[config.mk]
export PLATFORM = sky130hd
export DESIGN_NAME = pipe_muxn
export DESIGN_NICKNAME = d
export VERILOG_FILES = /design/src/rtl/pipe_muxn.sv
export SDC_FILE = /design/constraint.sdc
export NUM_CORES = 1
export LEC_CHECK = 0
export CAP_MARGIN = 20
export CORE_MARGIN = 3
export CORE_UTILIZATION = 35
export CTS_BUF_LIST = sky130_fd_sc_hd__clkbuf_4 sky130_fd_sc_hd__clkbuf_8
export DETAILED_ROUTE_END_ITERATION = 10
export PLACE_DENSITY = 0.67
export SYNTH_ARGS = -nofsm -noshare
export SYNTH_HDL_FRONTEND = slang
export SYNTH_SLANG_ARGS = --single-unit
[constraint.sdc]
create_clock -name clk -period 4.5 [get_ports clk]
set_input_delay 0.9 -clock clk [delete_from_list [all_inputs] [get_ports clk]]
set_output_delay 0.9 -clock clk [all_outputs]
set_load 0.005 [all_outputs]
[src/rtl/pipe_muxn.sv]
// N:1 data selector with a registered valid/ready output stage and a 2-entry skid buffer.
// A selected word and the select value that produced it travel together in strict FIFO order.
`timescale 1ns/1ps

module pipe_muxn #(
   parameter int unsigned      WIDTH       = 32,
   parameter int unsigned      NUM_IN      = 4,
   parameter logic [WIDTH-1:0] DEFAULT_VAL = '0,
   parameter int unsigned      SEL_W       = $clog2(NUM_IN)
) (
   input  logic                    clk,
   input  logic                    rst_n,
   input  logic [NUM_IN*WIDTH-1:0] in_data,
   input  logic [SEL_W-1:0]        in_sel,
   input  logic                    in_valid,
   output logic                    in_ready,
   output logic [WIDTH-1:0]        out_data,
   output logic [SEL_W-1:0]        out_sel,
   output logic                    out_valid,
   input  logic                    out_ready,
   input  logic                    flush,
   output logic                    sel_err,
   input  logic                    err_clr
);

   typedef enum logic [1:0] {
      ST_EMPTY,
      ST_ONE,
      ST_TWO
   } occ_e;

   occ_e             state_q, state_d;
   logic             in_ready_q, in_ready_d;
   logic             out_valid_q, out_valid_d;
   logic             sel_err_q, sel_err_d;
   logic [WIDTH-1:0] main_data_q, main_data_d;
   logic [SEL_W-1:0] main_sel_q, main_sel_d;
   logic [WIDTH-1:0] skid_data_q, skid_data_d;
   logic [SEL_W-1:0] skid_sel_q, skid_sel_d;

   logic [WIDTH-1:0] cap_data;
   logic             sel_bad;
   logic             acc;
   logic             rel;

   // NOTE: every signal written in an always_comb block gets a default first, so no path leaves it unassigned and no latch is inferred.
   always_comb begin
      cap_data = DEFAULT_VAL;
      sel_bad  = 1'b1;
      for (int k = 0; k < NUM_IN; k++) begin
         if (in_sel == SEL_W'(k)) begin
            cap_data = in_data[k*WIDTH +: WIDTH];
            sel_bad  = 1'b0;
         end
      end
   end

   assign acc = in_valid & in_ready_q;
   assign rel = out_valid_q & out_ready;

   always_comb begin
      state_d     = state_q;
      main_data_d = main_data_q;
      main_sel_d  = main_sel_q;
      skid_data_d = skid_data_q;
      skid_sel_d  = skid_sel_q;
      sel_err_d   = sel_err_q;

      unique case (state_q)
         ST_EMPTY: begin
            if (acc) begin
               main_data_d = cap_data;
               main_sel_d  = in_sel;
               state_d     = ST_ONE;
            end
         end
         ST_ONE: begin
            if (acc && rel) begin
               main_data_d = cap_data;
               main_sel_d  = in_sel;
            end else if (acc) begin
               skid_data_d = cap_data;
               skid_sel_d  = in_sel;
               state_d     = ST_TWO;
            end else if (rel) begin
               state_d = ST_EMPTY;
            end
         end
         ST_TWO: begin
            if (rel) begin
               main_data_d = skid_data_q;
               main_sel_d  = skid_sel_q;
               state_d     = ST_ONE;
            end
         end
         default: state_d = ST_EMPTY;
      endcase

      // Flush drops everything held or offered; the visible word stays frozen.
      if (flush) begin
         state_d     = ST_EMPTY;
         main_data_d = main_data_q;
         main_sel_d  = main_sel_q;
      end

      if (err_clr) sel_err_d = 1'b0;
      if (acc && sel_bad && !flush) sel_err_d = 1'b1;
   end

   assign in_ready_d  = (state_d != ST_TWO);
   assign out_valid_d = (state_d != ST_EMPTY);

   // NOTE: sequential state uses non-blocking assignments so every register samples pre-edge values.
   always_ff @(posedge clk or negedge rst_n) begin
      if (!rst_n) begin
         state_q     <= ST_EMPTY;
         in_ready_q  <= 1'b0;
         out_valid_q <= 1'b0;
         sel_err_q   <= 1'b0;
         main_data_q <= '0;
         main_sel_q  <= '0;
      end else begin
         state_q     <= state_d;
         in_ready_q  <= in_ready_d;
         out_valid_q <= out_valid_d;
         sel_err_q   <= sel_err_d;
         main_data_q <= main_data_d;
         main_sel_q  <= main_sel_d;
      end
   end

   // NOTE: the skid entry is storage only; it is never observed before being written, so it carries no reset.
   always_ff @(posedge clk) begin
      skid_data_q <= skid_data_d;
      skid_sel_q  <= skid_sel_d;
   end

   assign in_ready  = in_ready_q;
   assign out_valid = out_valid_q;
   assign out_data  = main_data_q;
   assign out_sel   = main_sel_q;
   assign sel_err   = sel_err_q;

endmodule
# After elaboration in Yosys (flattened, before gate mapping)
# Index checks and enable logic that the tools add are counted.
word_totals:
  latchBits: 0
  memories: 0
  inputBits: 136
  rom_bits: 0
  ff_bits: 73
  elab_cells: 57
  mem_bits_rw: 0
  output_inout_bits: 37
op_classes:
  addsub: 0
  n_lt_le_gt_ge: 0
  mul: 0
  reduce_logical: 11
  n_div: 0
  n_mux: 25
  n_bitwise: 4
  n_shift: 0
  eq_ne: 9
ops:
  columns: ["operator", "n"]
  rows:
  - ["two-way mux 32 bit", 7]
  - ["one-hot mux 32 bit (3 select lines)", 1]
  - ["two-way mux 2 bit", 9]
  - ["one-hot mux 2 bit (3 select lines)", 2]
  - ["!= test 2 bit (second input constant)", 4]
  - ["equality test 2 bit (second input constant)", 3]
  - ["two-way mux 1 bit", 6]
  - ["AND reduction 5 bit", 1]
  - ["equality test 2 x 1 -> 1 bit (second input constant)", 2]
  - ["logical NOT 2 bit", 2]
  - ["nonzero test 2 bit", 2]
  - ["logical AND 1 bit", 3]
  - ["AND reduction 3 bit", 1]
  - ["nonzero test 3 bit", 1]
  - ["bitwise AND 1 bit", 2]
  - ["NOT 1 bit", 2]
  - ["logical NOT 1 bit", 1]

# Longest topological paths before layout
depth:
  word_depth: 8
  mapped_depth: 6
  depth_no_buf: 4

# Least setup slack after synthesis
# Ideal clock, no wire load.
synth_path:
  path_kind: "input -> register"
  startpoint: "in out_ready"
  endpoint: "reg skid_data_q[0], enable pin"
  required_time_ns: 4.032
  path_slack_ns: 0.583
  setup_ns: 0.468
  cell_stages: 2
  n_path_buf: 0
  t_arrival_ns: 3.449
  cell_sequence: "a21bo_2 nor3_1"
synth_between:
  elab_chain_len: 4
synth_lines:
  columns: ["element", "line", "source"]
  rows:
  - ["start, declared", "20", "input logic out_ready,"]
  - ["bitwise AND 1 bit", "59", "assign rel = out_valid_q & out_ready;"]
  - ["logical AND 1 bit", "78", "if (acc && rel) begin"]
  - ["NOT 1 bit (no line)", null, null]
  - ["AND reduction 3 bit (no line)", null, null]
  - ["end signal, assigned", "134", "skid_data_q <= skid_data_d;"]
  - ["end, declared", "38", "logic [WIDTH-1:0] skid_data_q, skid_data_d;"]
# No other way between the ends.
# A chain may end at the register's enable or synchronous reset.

# Final worst setup path
layout_path:
  startpoint: "reg state_q[0]"
  endpoint: "reg main_data_q[25], in the netlist out_data[25]"
layout_between:
  elab_chain_len: 3
layout_lines:
  columns: ["element", "line", "source"]
  rows:
  - ["start, declared", "32", "occ_e state_q, state_d;"]
  - ["start signal, assigned", "123", "state_q <= state_d;"]
  - ["equality test 2 x 1 -> 1 bit (tied with other cells)", "69", "unique case (state_q)"]
  - ["!= test 2 bit (no line) or nonzero test 3 bit (tied branches)", null, null]
  - ["AND reduction 5 bit (no line)", null, null]
  - ["end signal, assigned", "127", "main_data_q <= main_data_d;"]
  - ["end, declared", "36", "logic [WIDTH-1:0] main_data_q, main_data_d;"]
# Several ways; a longest one is shown, not always the timed one.

==> flow_summary.ini <==
[timing]
skew_ns = 0.00869
fin_crit_ns = 2.34
fin_tns_setup_ns = 0
rsz0062_at_grt = false
maxSlewHeadroom = 0.621
setup_ws_ns = 2.16
final-setup-viol-count = 0
tightest_slew_ns = 0.569
max_freq_mhz = 428
maxSlewViolCount = 0
finalCritPeriodShare = 0.519
finalHoldViolations = 0

[logic_synthesis]
yosysTopAreaCell = edfxtp_1
netlist-cell-type-count = 27
synth_top_area_share = 0.235
ys_seq_elements = 73
yosys_warnings = 0
synth.top_cells.by_area = edfxtp_1 24%, dfrtp_1 22%, mux2i_1 22%
yosysSeqAreaShare = 0.460
syn_inst = 353
syn-num-nets = 489
synthFlopType = dfrtp_1
netlist_area_mm2 = 0.00434
synthArstFlopShare = 0.534
avgSynthCellArea_um2 = 12.3
synth_edf_count = 34

[global_route]
grt_pass1_wl_um = 18900
grt_max_degree = 67
grt_pass1_vias = 3628
met3_usage = 0.0400
grt.total_usage = 0.168
top_usage_layer = met2
overflow = 0
grt_use_met2 = 0.289
grt_use_met1 = 0.212
antenna_found_initial = 0

[critical_path]
cp.arrival_ns = 2.56
slowest_delay_ns = 0.43
reg2regPathDepth = 6
crit_path_end_kind = register
path_depth = 6
r2r_slack_ns = 2.16
timing.rr.end = out_data[25]$_DFFE_PN0P_
crit_path_start_kind = register
path_cells = nand2b_2 -> buf_4 -> a2bb2oi_2 -> nor2_4 -> buf_12 -> mux2_2
r2r-start = state_q[0]$_DFF_PN0_
crit_type = reg -> reg
crit_start = state_q[0]$_DFF_PN0_
crit_family = buffers and inverters
worstPathMaxFanout = 44
crit_required_ns = 4.72
path_buf_inv = 2
crit_path_top_delay_cell = nand2b_2

[clock_network]
cts_tree = done
cts_buffer_depth = 2
cts_buffers = 9
cts_setup_buffers = 0
clk_latency_ns = 0.33
hold_buffers = 0
cts-root-buf = clkbuf_8
clk_pin_slew_ns = 0.08
cts.sinks = 73
ctsResizeCount = 0
h-tree-depth = 3

[placement]
place_ws_ns = 1.69
io_buffers = 172
dpl-instance-area_mm2 = 0.00616
placedCellCount = 671
gp_congestion = 0.743
dpl.hpwl_um = 8000

[floorplan]
core_area_mm2 = 0.0121
rows = 40
start_util = 0.360
die_area_mm2 = 0.0138
pin_count = 173
dieWidth_um = 117
die_h_um = 117

[final_layout]
drive_above_1_share = 0.127
seq_area_mm2 = 0.00200
final_cell_mix = 169 x clkdlybuf4s50_1, 96 x mux2i_1, 39 x dfrtp_1, 35 x nor2_1, 34 x edfxtp_1
multi_input_area_mm2 = 0.00219
finalCoreUtilization = 0.537
syn_to_final_growth_pct = 49.1
fin_nets = 652
diodes = 0
final_common_cell = clkdlybuf4s50_1
nFillCells = 1068
fin_area_mm2 = 0.00648
fin_cells = 689

[power]
power_density_mw_per_mm2 = 363
ir_worst_vdd_mv = 0.182
power_leakage_uw = 0.00278

[min_path]
min_path_cells = 1
hp-start = sel_err$_DFFE_PN0P_
holdCritPathClass = reg -> reg
whs_endpoint = sel_err$_DFFE_PN0P_

[routing]
dr_total_vias = 3443
drtPass1Iterations = 6
routed_via_density = 5.00
wl_per_cell_um = 16.9
antenna_left = 0
drc = 0
routed_wl_um = 11600
drtIter0Drc = 212

[outcome]
outcome = complete, no violations

[flow_run]
cap_violations = 0
## final cells by class
type                            count  area share
Multi-Input combinational cell    252       0.338
Clock inverter                      6      0.0199
Clock buffer                       10      0.0212
Timing Repair Buffer              179       0.280
Tap cell                          168      0.0324
Sequential cell                    73       0.308
Inverter                            1    0.000579
## metrics by stage
step	power, uW	hold slack, ns
after detailed placement	1690	0.489
final	2350	0.506
after global placement	1660	0.488
after CTS	2370	0.514
after floorplan	1260	0.488
after global routing	2460	0.533
## cells in the mapped netlist, types with 2 or more instances
library cell and instances:
a211oi_1 32, buf_6 5, buf_2 14, dfrtp_1 39, mux2_2 5, buf_4 2
nand2_1 9, edfxtp_1 34, mux2i_1 96, mux2_4 30, clkbuf_1 6, nor2_1 35
and3_1 32
## registers in the layout (all words and copies together), names as in the netlist
register and count:
out_sel 2, in_ready 1, skid_data_q 32, skid_sel_q 2, state_q 2, sel_err 1
out_data 32, out_valid 1
## how the worst max path moves through the flow
| stage | endpoint | slack, ns |
|---|---|---|
| after floorplan | skid_data_q[0]$_DFFE_PP_ | 0.58 |
| after global placement | out_data[31]$_DFFE_PN0P_ | 1.76 |
| after detailed placement | out_data[5]$_DFFE_PN0P_ | 1.69 |
| after CTS | out_data[5]$_DFFE_PN0P_ | 2.07 |
| after global routing | out_data[22]$_DFFE_PN0P_ | 2.01 |
| final | out_data[25]$_DFFE_PN0P_ | 2.16 |
## report_power, final
group          switching, uW  total [uW]  internal, uW
registers               77.1         912           835
clock network            243         680           437
logic                    247         757           509
total                    568        2350          1780
## metal layers
metal	part of all wire	vias up
met5	0	-
met4	0.012	0
met3	0.063	14
met2	0.48	125
met1	0.44	1653
li1	-	1651
## logic make-up (layout without fill, tap and decap cells)
family / after synthesis / in the layout / share of synthesized area
AND/OR/NAND/NOR: 83 / 83 / 0.0959
multiplexers: 131 / 131 / 0.338
AO/OA/AOI/OAI: 38 / 38 / 0.0680
flip-flops: 73 / 73 / 0.460
buffers and inverters: 28 / 196 / 0.0386
Note: power is estimated with default switching activity, not from simulation.
